--- config.mk ---
export PLATFORM = sky130hd
export DESIGN_NAME = time_set_ctrl
export DESIGN_NICKNAME = d
export VERILOG_FILES = /design/src/rtl/time_pkg.sv /design/src/rtl/btn_debounce.sv /design/src/rtl/time_set_ctrl.sv
export SDC_FILE = /design/constraint.sdc
export NUM_CORES = 1
export LEC_CHECK = 0
export CAP_MARGIN = 20
export CORE_MARGIN = 10
export CORE_UTILIZATION = 64
export CTS_BUF_LIST = sky130_fd_sc_hd__clkbuf_2
export CTS_CLUSTER_DIAMETER = 60
export CTS_CLUSTER_SIZE = 20
export DETAILED_ROUTE_END_ITERATION = 12
export GPL_ROUTABILITY_DRIVEN = 0
export PLACE_DENSITY = 0.82
export SLEW_MARGIN = 15
export SYNTH_ARGS = -nofsm -noshare
export SYNTH_HDL_FRONTEND = slang
export SYNTH_HIERARCHICAL = 1
export SYNTH_SLANG_ARGS = --single-unit
--- constraint.sdc ---
create_clock -name clk -period 2.7 [get_ports clk]
set_clock_uncertainty 0.2 [all_clocks]
set_input_delay 0.27 -clock clk [delete_from_list [all_inputs] [get_ports clk]]
set_output_delay 0.27 -clock clk [all_outputs]
set_load 0.005 [all_outputs]
--- src/rtl/time_pkg.sv ---
`default_nettype none
// ============================================================================
//  Module      : time_pkg
//  Description : Shared state encodings and sizing helpers for time setting.
//  Revision    : 1.0 - initial release
// ============================================================================
package time_pkg;

  localparam int c_mode_w = 3;

  typedef enum logic [c_mode_w-1:0] {
    RUN      = 3'd0,
    SET_SEC  = 3'd1,
    SET_MIN  = 3'd2,
    SET_HOUR = 3'd3,
    SET_DAY  = 3'd4
  } mode_t;

  function automatic int max3(input int a, input int b, input int c);
    int m;
    m = (a > b) ? a : b;
    return (m > c) ? m : c;
  endfunction

endpackage
`default_nettype wire

--- src/rtl/btn_debounce.sv ---
`default_nettype none
// ============================================================================
//  Module      : btn_debounce
//  Description : 2-flop synchronizer, stable-count debouncer, press pulse.
//  Revision    : 1.0 - initial release
// ============================================================================
module btn_debounce #(
  parameter int DEB_CYCLES = 270000,
  parameter int CNT_W      = 20
) (
  input  logic clk,
  input  logic rst,
  input  logic btn_raw,
  output logic level,
  output logic press
);

  localparam logic [CNT_W-1:0] c_deb_last = CNT_W'(DEB_CYCLES - 1);

  logic             r_sync1;
  logic             r_sync2;
  logic             r_level;
  logic             r_press;
  logic [CNT_W-1:0] r_cnt;

  // press rises together with the debounced level, so it is a one-cycle edge
  always_ff @(posedge clk) begin
    if (rst) begin
      r_sync1 <= 1'b0;
      r_sync2 <= 1'b0;
      r_level <= 1'b0;
      r_press <= 1'b0;
      r_cnt   <= '0;
    end else begin
      r_sync1 <= btn_raw;
      r_sync2 <= r_sync1;
      r_press <= 1'b0;
      if (r_sync2 != r_level) begin
        if (r_cnt == c_deb_last) begin
          r_level <= r_sync2;
          r_press <= r_sync2;
          r_cnt   <= '0;
        end else begin
          r_cnt <= r_cnt + 1'b1;
        end
      end else begin
        r_cnt <= '0;
      end
    end
  end

  assign level = r_level;
  assign press = r_press;

endmodule
`default_nettype wire

--- src/rtl/time_set_ctrl.sv ---
`default_nettype none
// ============================================================================
//  Module      : time_set_ctrl
//  Description : Mode/up button front end for setting a clock's time fields.
//  Revision    : 1.0 - initial release
// ============================================================================
module time_set_ctrl
  import time_pkg::*;
#(
  parameter int DEB_CYCLES    = 270000,
  parameter int REPEAT_DELAY  = 13500000,
  parameter int REPEAT_PERIOD = 2700000
) (
  input  logic                clk,
  input  logic                rst,
  input  logic                btn_mode,
  input  logic                btn_up,
  output logic                run_en,
  output logic [c_mode_w-1:0] mode,
  output logic                inc_sec,
  output logic                inc_min,
  output logic                inc_hour,
  output logic                inc_day
);

  localparam int c_cnt_w = $clog2(max3(DEB_CYCLES, REPEAT_DELAY, REPEAT_PERIOD)) + 1;
  localparam logic [c_cnt_w-1:0] c_rpt_delay  = c_cnt_w'(REPEAT_DELAY);
  localparam logic [c_cnt_w-1:0] c_rpt_period = c_cnt_w'(REPEAT_PERIOD);

  logic w_mode_press;
  logic w_mode_level;
  logic w_up_press;
  logic w_up_level;

  btn_debounce #(.DEB_CYCLES(DEB_CYCLES), .CNT_W(c_cnt_w)) u_deb_mode (
    .clk     (clk),
    .rst     (rst),
    .btn_raw (btn_mode),
    .level   (w_mode_level),
    .press   (w_mode_press)
  );

  btn_debounce #(.DEB_CYCLES(DEB_CYCLES), .CNT_W(c_cnt_w)) u_deb_up (
    .clk     (clk),
    .rst     (rst),
    .btn_raw (btn_up),
    .level   (w_up_level),
    .press   (w_up_press)
  );

  mode_t              r_state;
  mode_t              w_next_state;
  logic               r_run_en;
  logic               r_inc_sec, r_inc_min, r_inc_hour, r_inc_day;
  logic               r_armed;
  logic               r_repeating;
  logic [c_cnt_w-1:0] r_rpt_cnt;

  logic               w_state_chg;
  logic               w_in_set;
  logic               w_first;
  logic               w_rpt_fire;
  logic               w_pulse;
  logic [c_cnt_w-1:0] w_rpt_target;

  always_comb begin
    w_next_state = r_state;
    case (r_state)
      RUN:      if (w_mode_press) w_next_state = SET_SEC;
      SET_SEC:  if (w_mode_press) w_next_state = SET_MIN;
      SET_MIN:  if (w_mode_press) w_next_state = SET_HOUR;
      SET_HOUR: if (w_mode_press) w_next_state = SET_DAY;
      SET_DAY:  if (w_mode_press) w_next_state = RUN;
      default:  w_next_state = RUN;
    endcase

    w_state_chg  = (w_next_state != r_state);
    w_in_set     = (r_state == SET_SEC) || (r_state == SET_MIN) ||
                   (r_state == SET_HOUR) || (r_state == SET_DAY);
    // a mode press in the same cycle changes state, which swallows the up event
    w_first      = w_up_press && w_in_set && !w_state_chg;
    w_rpt_target = r_repeating ? c_rpt_period : c_rpt_delay;
    w_rpt_fire   = r_armed && w_up_level && !w_state_chg && (r_rpt_cnt == w_rpt_target);
    w_pulse      = w_first || w_rpt_fire;
  end

  always_ff @(posedge clk) begin
    if (rst) begin
      r_state     <= RUN;
      r_run_en    <= 1'b1;
      r_inc_sec   <= 1'b0;
      r_inc_min   <= 1'b0;
      r_inc_hour  <= 1'b0;
      r_inc_day   <= 1'b0;
      r_armed     <= 1'b0;
      r_repeating <= 1'b0;
      r_rpt_cnt   <= '0;
    end else begin
      r_state    <= w_next_state;
      r_run_en   <= (w_next_state == RUN);
      r_inc_sec  <= w_pulse && (r_state == SET_SEC);
      r_inc_min  <= w_pulse && (r_state == SET_MIN);
      r_inc_hour <= w_pulse && (r_state == SET_HOUR);
      r_inc_day  <= w_pulse && (r_state == SET_DAY);

      // r_rpt_cnt holds the number of cycles since the last emitted pulse
      if (w_state_chg || !w_up_level) begin
        r_armed     <= 1'b0;
        r_repeating <= 1'b0;
        r_rpt_cnt   <= '0;
      end else if (w_first) begin
        r_armed     <= 1'b1;
        r_repeating <= 1'b0;
        r_rpt_cnt   <= c_cnt_w'(1);
      end else if (r_armed) begin
        if (w_rpt_fire) begin
          r_repeating <= 1'b1;
          r_rpt_cnt   <= c_cnt_w'(1);
        end else begin
          r_rpt_cnt <= r_rpt_cnt + 1'b1;
        end
      end
    end
  end

  assign run_en   = r_run_en;
  assign mode     = r_state;
  assign inc_sec  = r_inc_sec;
  assign inc_min  = r_inc_min;
  assign inc_hour = r_inc_hour;
  assign inc_day  = r_inc_day;

endmodule
`default_nettype wire

Word level (Yosys, flattened, before mapping). Cells that the tools add are included.

Bits in registers: 93. Latch bits: 0. Bits in writable memories: 0. Bits in read-only memories: 0. Input bits: 4. Output and inout bits: 8. Word-level logic and storage cells: 75. Memories kept: 0.

Add/subtract/negate cells: 3. Multiply operators: 0. Divide/modulo/power cells: 0. Order comparisons: 0. Equal/unequal tests: 10. Shifts and indexed selects: 0. Muxes and demuxes: 10. Bitwise gates (word level): 4. Reduce and logical (&&, ||, !) cells: 28.

Operators by type and width (number): $add A25 B1 Y25 const B (3); $eq A25 B19 Y1 const B (2); $eq A25 B24 Y1 (1); $mux W25 (1); $mux W24 (1); $mux W3 (5); $pmux W3 S5 (1); $reduce_or A3 Y1 (5); $logic_and A1 B1 Y1 (9); $eq A3 B2 Y1 const B (2); $logic_not A3 Y1 (2); $reduce_and A2 Y1 (3); $logic_or A1 B1 Y1 (5); $not A1 Y1 (4); $eq A3 B1 Y1 const B (1); $eq A3 B3 Y1 const B (1); $ne A3 B3 Y1 (1); $logic_not A1 Y1 (2); $mux W1 (2); $ne A1 B1 Y1 (2); $reduce_bool A2 Y1 (1); $reduce_or A2 Y1 (1).

Depth between registers and ports, before layout.
Depth in word-level cells: 9. Mapped depth: 7. Gate-level depth less buffers: 6.

Modules after synthesis. Netlist, hierarchy kept.

By module, submodules not included: btn_debounce (instances 2, cells each 150, area each 1326.3 um^2, seq. area each 580.6 um^2); time_set_ctrl (instances 1, cells each 208, area each 1804.2 um^2, seq. area each 700.7 um^2).

Worst setup path before layout. No wires, ideal clock.

Kind: register -> register. From: register r_rpt_cnt[7]. To: register r_rpt_cnt[16]. Library setup time: 0.144 ns. Arrival time: 2.065 ns. Data required time: 2.356 ns. Path slack: 0.291 ns. Stages on the path, launching flop included: 7. Path buffers: 2. Clock period less this slack: 2.409 ns. Cells stage by stage: dfxtp_1 > buf_6 > or3_1 > or4_4 > a2111oi_4 > buf_6 > a211oi_1.

Longest elaborated chain between the ends: 3. Elaborated cells on any way between the ends: 4. Classes of those cells: 1 x add/sub; 1 x eq/ne; 1 x mux; 1 x reduce/logical.

RTL lines: from (decl) (RTL line time_set_ctrl.sv:57) `logic [c_cnt_w-1:0] r_rpt_cnt;`; from (signal assigned) (RTL line time_set_ctrl.sv:114) `r_rpt_cnt <= c_cnt_w'(1);`; from (signal assigned) (RTL line time_set_ctrl.sv:118) `r_rpt_cnt <= c_cnt_w'(1);`; from (signal assigned) (RTL line time_set_ctrl.sv:120) `r_rpt_cnt <= r_rpt_cnt + 1'b1;`; branches (longest 2 deep; another with $add A25 B1 Y25); $mux W25 (*) (RTL line time_set_ctrl.sv:116) `if (w_rpt_fire) begin`.

Every way passes the cells marked *. A chain may end at the register's enable or synchronous reset.

Worst setup path after layout.
From: register r_rpt_cnt[7]. To: register r_rpt_cnt[0].

Longest elaborated chain between the ends: 5.

RTL lines: $eq A25 B24 Y1 (RTL line time_set_ctrl.sv:83) `w_rpt_fire = r_armed && w_up_level && !w_state_chg && (r_rpt_cnt == w_rpt_target);`; $logic_and A1 B1 Y1 (RTL line time_set_ctrl.sv:83); $mux W25 (RTL line time_set_ctrl.sv:116); $mux W1 (RTL line time_set_ctrl.sv:115) `end else if (r_armed) begin`; $mux W1 (RTL line time_set_ctrl.sv:111) `end else if (w_first) begin`.

Every way passes these cells. The select of a mux whose other input is x is not followed.

==> parameters.txt <==
Parameter                              Value

Status
  Status ... finished clean

GRT
  Met3 Track Usage GR ... 0.02791
  Grt total ovfl ... 0
  Most used routing layer in global routing ... met2
  Global routing usage on met2 ... 0.3002
  Maximum number of pins on one net before global-route repair ... 25
  Number of global-route vias before repair ... 3524
  Met1 Use GR ... 0.2199
  Wire length of the first global-routing pass ... 15560 µm
  Total track usage ... 0.1781
  Number of antenna violations at the first check in global routing ... 0

Placement
  IO buf count ... 11
  Placed cell area ... 4617 µm²
  Post-DP HPWL ... 6554 µm
  Cell Count Post-Placement ... 597

Layout
  Count of filler cells inserted in the layout ... 586
  Post-route cell area ... 4697 µm²
  Fraction of layout cells with a size suffix above 1 ... 0.07930
  Share of the core filled with cells ... 0.6913
  Layout area overhead ... 5.390%
  Total Nets Final ... 520
  Post-route insts no fill ... 613
  Antenna fix cells ... 0

Power and ir drop
  Largest voltage drop on the vdd net ... 0.2963 mV
  Pwr per Cell Area ... 418.6 nW/µm²
  Leakage dissipation ... 1.274 nW

Synth
  Count of cell types in the netlist ... 47
  Synthesized net count ... 516
  Portion of netlist area occupied by mux cells ... 0.004492
  Dominant cell by count in the synthesized netlist ... sky130_fd_sc_hd__dfxtp_1
  Post-synthesis instance area ... 4457 µm²
  Sequential fraction of the synthesis area ... 0.4177
  Simple-gate share of the synthesized area ... 0.3111
  Post-synth EDFFs ... 0
  Yosys reg bits ... 93
  Number of instances in the synthesized netlist ... 508
  Predominant post-synthesis flop cell ... sky130_fd_sc_hd__dfxtp_1
  Commonest cells post-synth ... sky130_fd_sc_hd__dfxtp_1 (93), sky130_fd_sc_hd__nor2_1 (37), sky130_fd_sc_hd__nand2_1 (34), sky130_fd_sc_hd__nand3_1 (27)
  Proportion of synthesized flip-flops having asynchronous set or reset ... 0
  Post-synthesis compound-gate area fraction ... 0.1263
  Synth Warn # ... 6
  Combinational family with the most area after synthesis ... simple AND/OR/NAND/NOR gates
  Post-synthesis cell type with the largest combined area ... sky130_fd_sc_hd__dfxtp_1
  Synth area leaders ... sky130_fd_sc_hd__dfxtp_1 (42%), sky130_fd_sc_hd__xnor2_1 (4.9%), sky130_fd_sc_hd__or4_1 (3.7%)
  Area fraction of the dominant cell type after synthesis ... 0.4177
  Avg Synthesized Cell Area ... 8.773 µm²
  Area share of fa/ha/maj cells after synthesis ... 0.01123
  Xor and xnor area share after synthesis ... 0.08254

Clock network
  TritonCTS buffer count ... 9
  Post_cts resized ... 0
  CTS Buffer Depth ... 2
  CTS tree ... yes
  Hold-fix buffers at CTS ... 0
  Post-CTS Setup Bufs ... 0
  Sink count of the clock tree ... 93
  Worst-Skew Late Latency ... 0.54 ns
  CTS Root Buffer Type ... sky130_fd_sc_hd__clkbuf_2
  Number of levels in the clock H-tree ... 3
  Clock slew at the register clock pins of the worst setup and hold paths ... 0.23 ns

Timing
  Sum Neg Setup Slack ... 0 ns
  Final Hold Fails ... 0
  Relative max-transition margin ... 0.5281
  Minimum clock period after layout ... 2.421 ns
  Tightest Pin Transition ... 0.7037 ns
  Number of setup violations in the final report ... 0
  Max-slew violations ... 0
  Unrepaired setup endpoints after global routing ... false
  Period utilization ... 0.8967
  Worst hold margin ... 0.05517 ns
  Highest achievable clock rate ... 0.4130 GHz

Floorplan
  Starting density of the core ... 0.6560
  I/O Pins ... 12
  FP Rows ... 30
  Die boundary height ... 103.5 µm
  Die footprint ... 10700 µm²
  Placeable core region ... 6794 µm²
  Die span in x ... 103.5 µm

Critical path
  Worst stage delay on the critical path ... 0.56 ns
  Critical path endpoint category ... register
  Number of buffers and inverters on the critical path ... 1
  Master of the slowest instance on the critical path ... sky130_fd_sc_hd__or4_4
  Required time reported for the critical path endpoint ... 3.00 ns
  Depth of the worst register-to-register path ... 5
  Crit path launch type ... register
  Cell family contributing the most delay on the critical path ... simple AND/OR/NAND/NOR gates
  Data arrival, critical path ... 2.72 ns
  Total stage count of the critical path ... 5
  Chain of cells forming the critical path ... or3_1, or4_4, a2111oi_4, buf_4, o311a_2
  Top fanout value on the critical path ... 14
  WS Path Type ... reg2reg

Hold path
  Worst Hold Path Cells ... 2
  Min-delay worst type ... in2reg

Detailed routing
  Sum of routed wire length over all layers ... 9001 µm
  Overall via count from detail_route ... 3781
  Number of detailed-route iterations in the first pass ... 4
  Count of unresolved DRC violations after routing ... 0
  Final ANT Viol Nets ... 0
  Iteration-0 DRC count of the detailed router ... 215
  Via density per instance ... 6.168
  Routed WL per cell ... 14.68 µm

Flow run
  MaxCap Viol Count ... 0
## final timing paths
kind	start	endpoint	slack, ns
setup / recovery	r_rpt_cnt[7]	r_rpt_cnt[0]	0.28
hold / removal	btn_up	u_deb_up/r_sync1	0.06
setup reg to reg	r_rpt_cnt[7]	r_rpt_cnt[0]	0.28
hold reg to reg	u_deb_mode/r_sync1	u_deb_mode/r_sync2	0.26
## cell usage in the layout (no fill, tap or decap), drive strengths merged, types with 10 or more instances in the layout
cell type / Yosys / routed
a21oi: 24 / 24
clkbuf: 16 / 10
nand2: 34 / 34
nor3: 26 / 26
o31ai: 23 / 23
nand3: 29 / 29
nor4: 13 / 13
a211oi: 13 / 13
xnor2: 25 / 25
xor2: 17 / 17
or3: 15 / 15
inv: 17 / 17
nor2: 37 / 37
clkdlybuf4s50: 0 / 11
or4: 23 / 23
dfxtp: 93 / 93
nand4: 26 / 26
## final cells by class
cell class / count / area [µm²] / area share
tap: 96 / 120.1 / 0.02557
timing repair buffer: 20 / 177.7 / 0.03783
clock inverter: 6 / 30.03 / 0.006393
sequential: 93 / 1862 / 0.3964
inverter: 17 / 63.81 / 0.01359
multi-input combinational: 371 / 2394 / 0.5096
clock buffer: 10 / 50.05 / 0.01066
## power breakdown
group | switching [mW] | total, mW | internal (mW)
sequential | 0.00207 | 1.38 | 1.38
clock | 0.446 | 0.561 | 0.114
combinational | 0.0131 | 0.0234 | 0.0103
total | 0.461 | 1.97 | 1.50
## cells by family (layout without fill, tap and decap cells)
kind of cell               Yosys count  after routing
and+or+nand+nor                    244            244
muxes                                2              2
buffers and inverters               44             53
xor gates and xnor gates            42             42
AOI/OAI and AO/OA                   79             79
DFF                                 93             93
adders and majority gates            4              4
## sequential cells by signal (all words and copies together) (netlist names), 3 cells and up
name and cells:
mode 3, r_rpt_cnt 25, u_deb_mode/r_cnt 25, u_deb_up/r_cnt 25
## routing by layer
| metal | part of all wire | wire, µm |
|---|---|---|
| met5 | 0 | 0 |
| met3 | 0.038 | 346 |
| met4 | 0.019 | 173 |
| met2 | 0.49 | 4391 |
| met1 | 0.45 | 4090 |
## metrics by stage
stage | power, mW | setup WS (ns)
2_1_floorplan | 1.420 | 0.2907
3_3_place_gp | 1.431 | 0.3549
3_5_place_dp | 1.432 | 0.3283
4_1_cts | 1.977 | 0.2780
5_1_grt | 2.037 | 0.1388
6_report | 1.966 | 0.2789
Power figures use the tool's default switching activity.
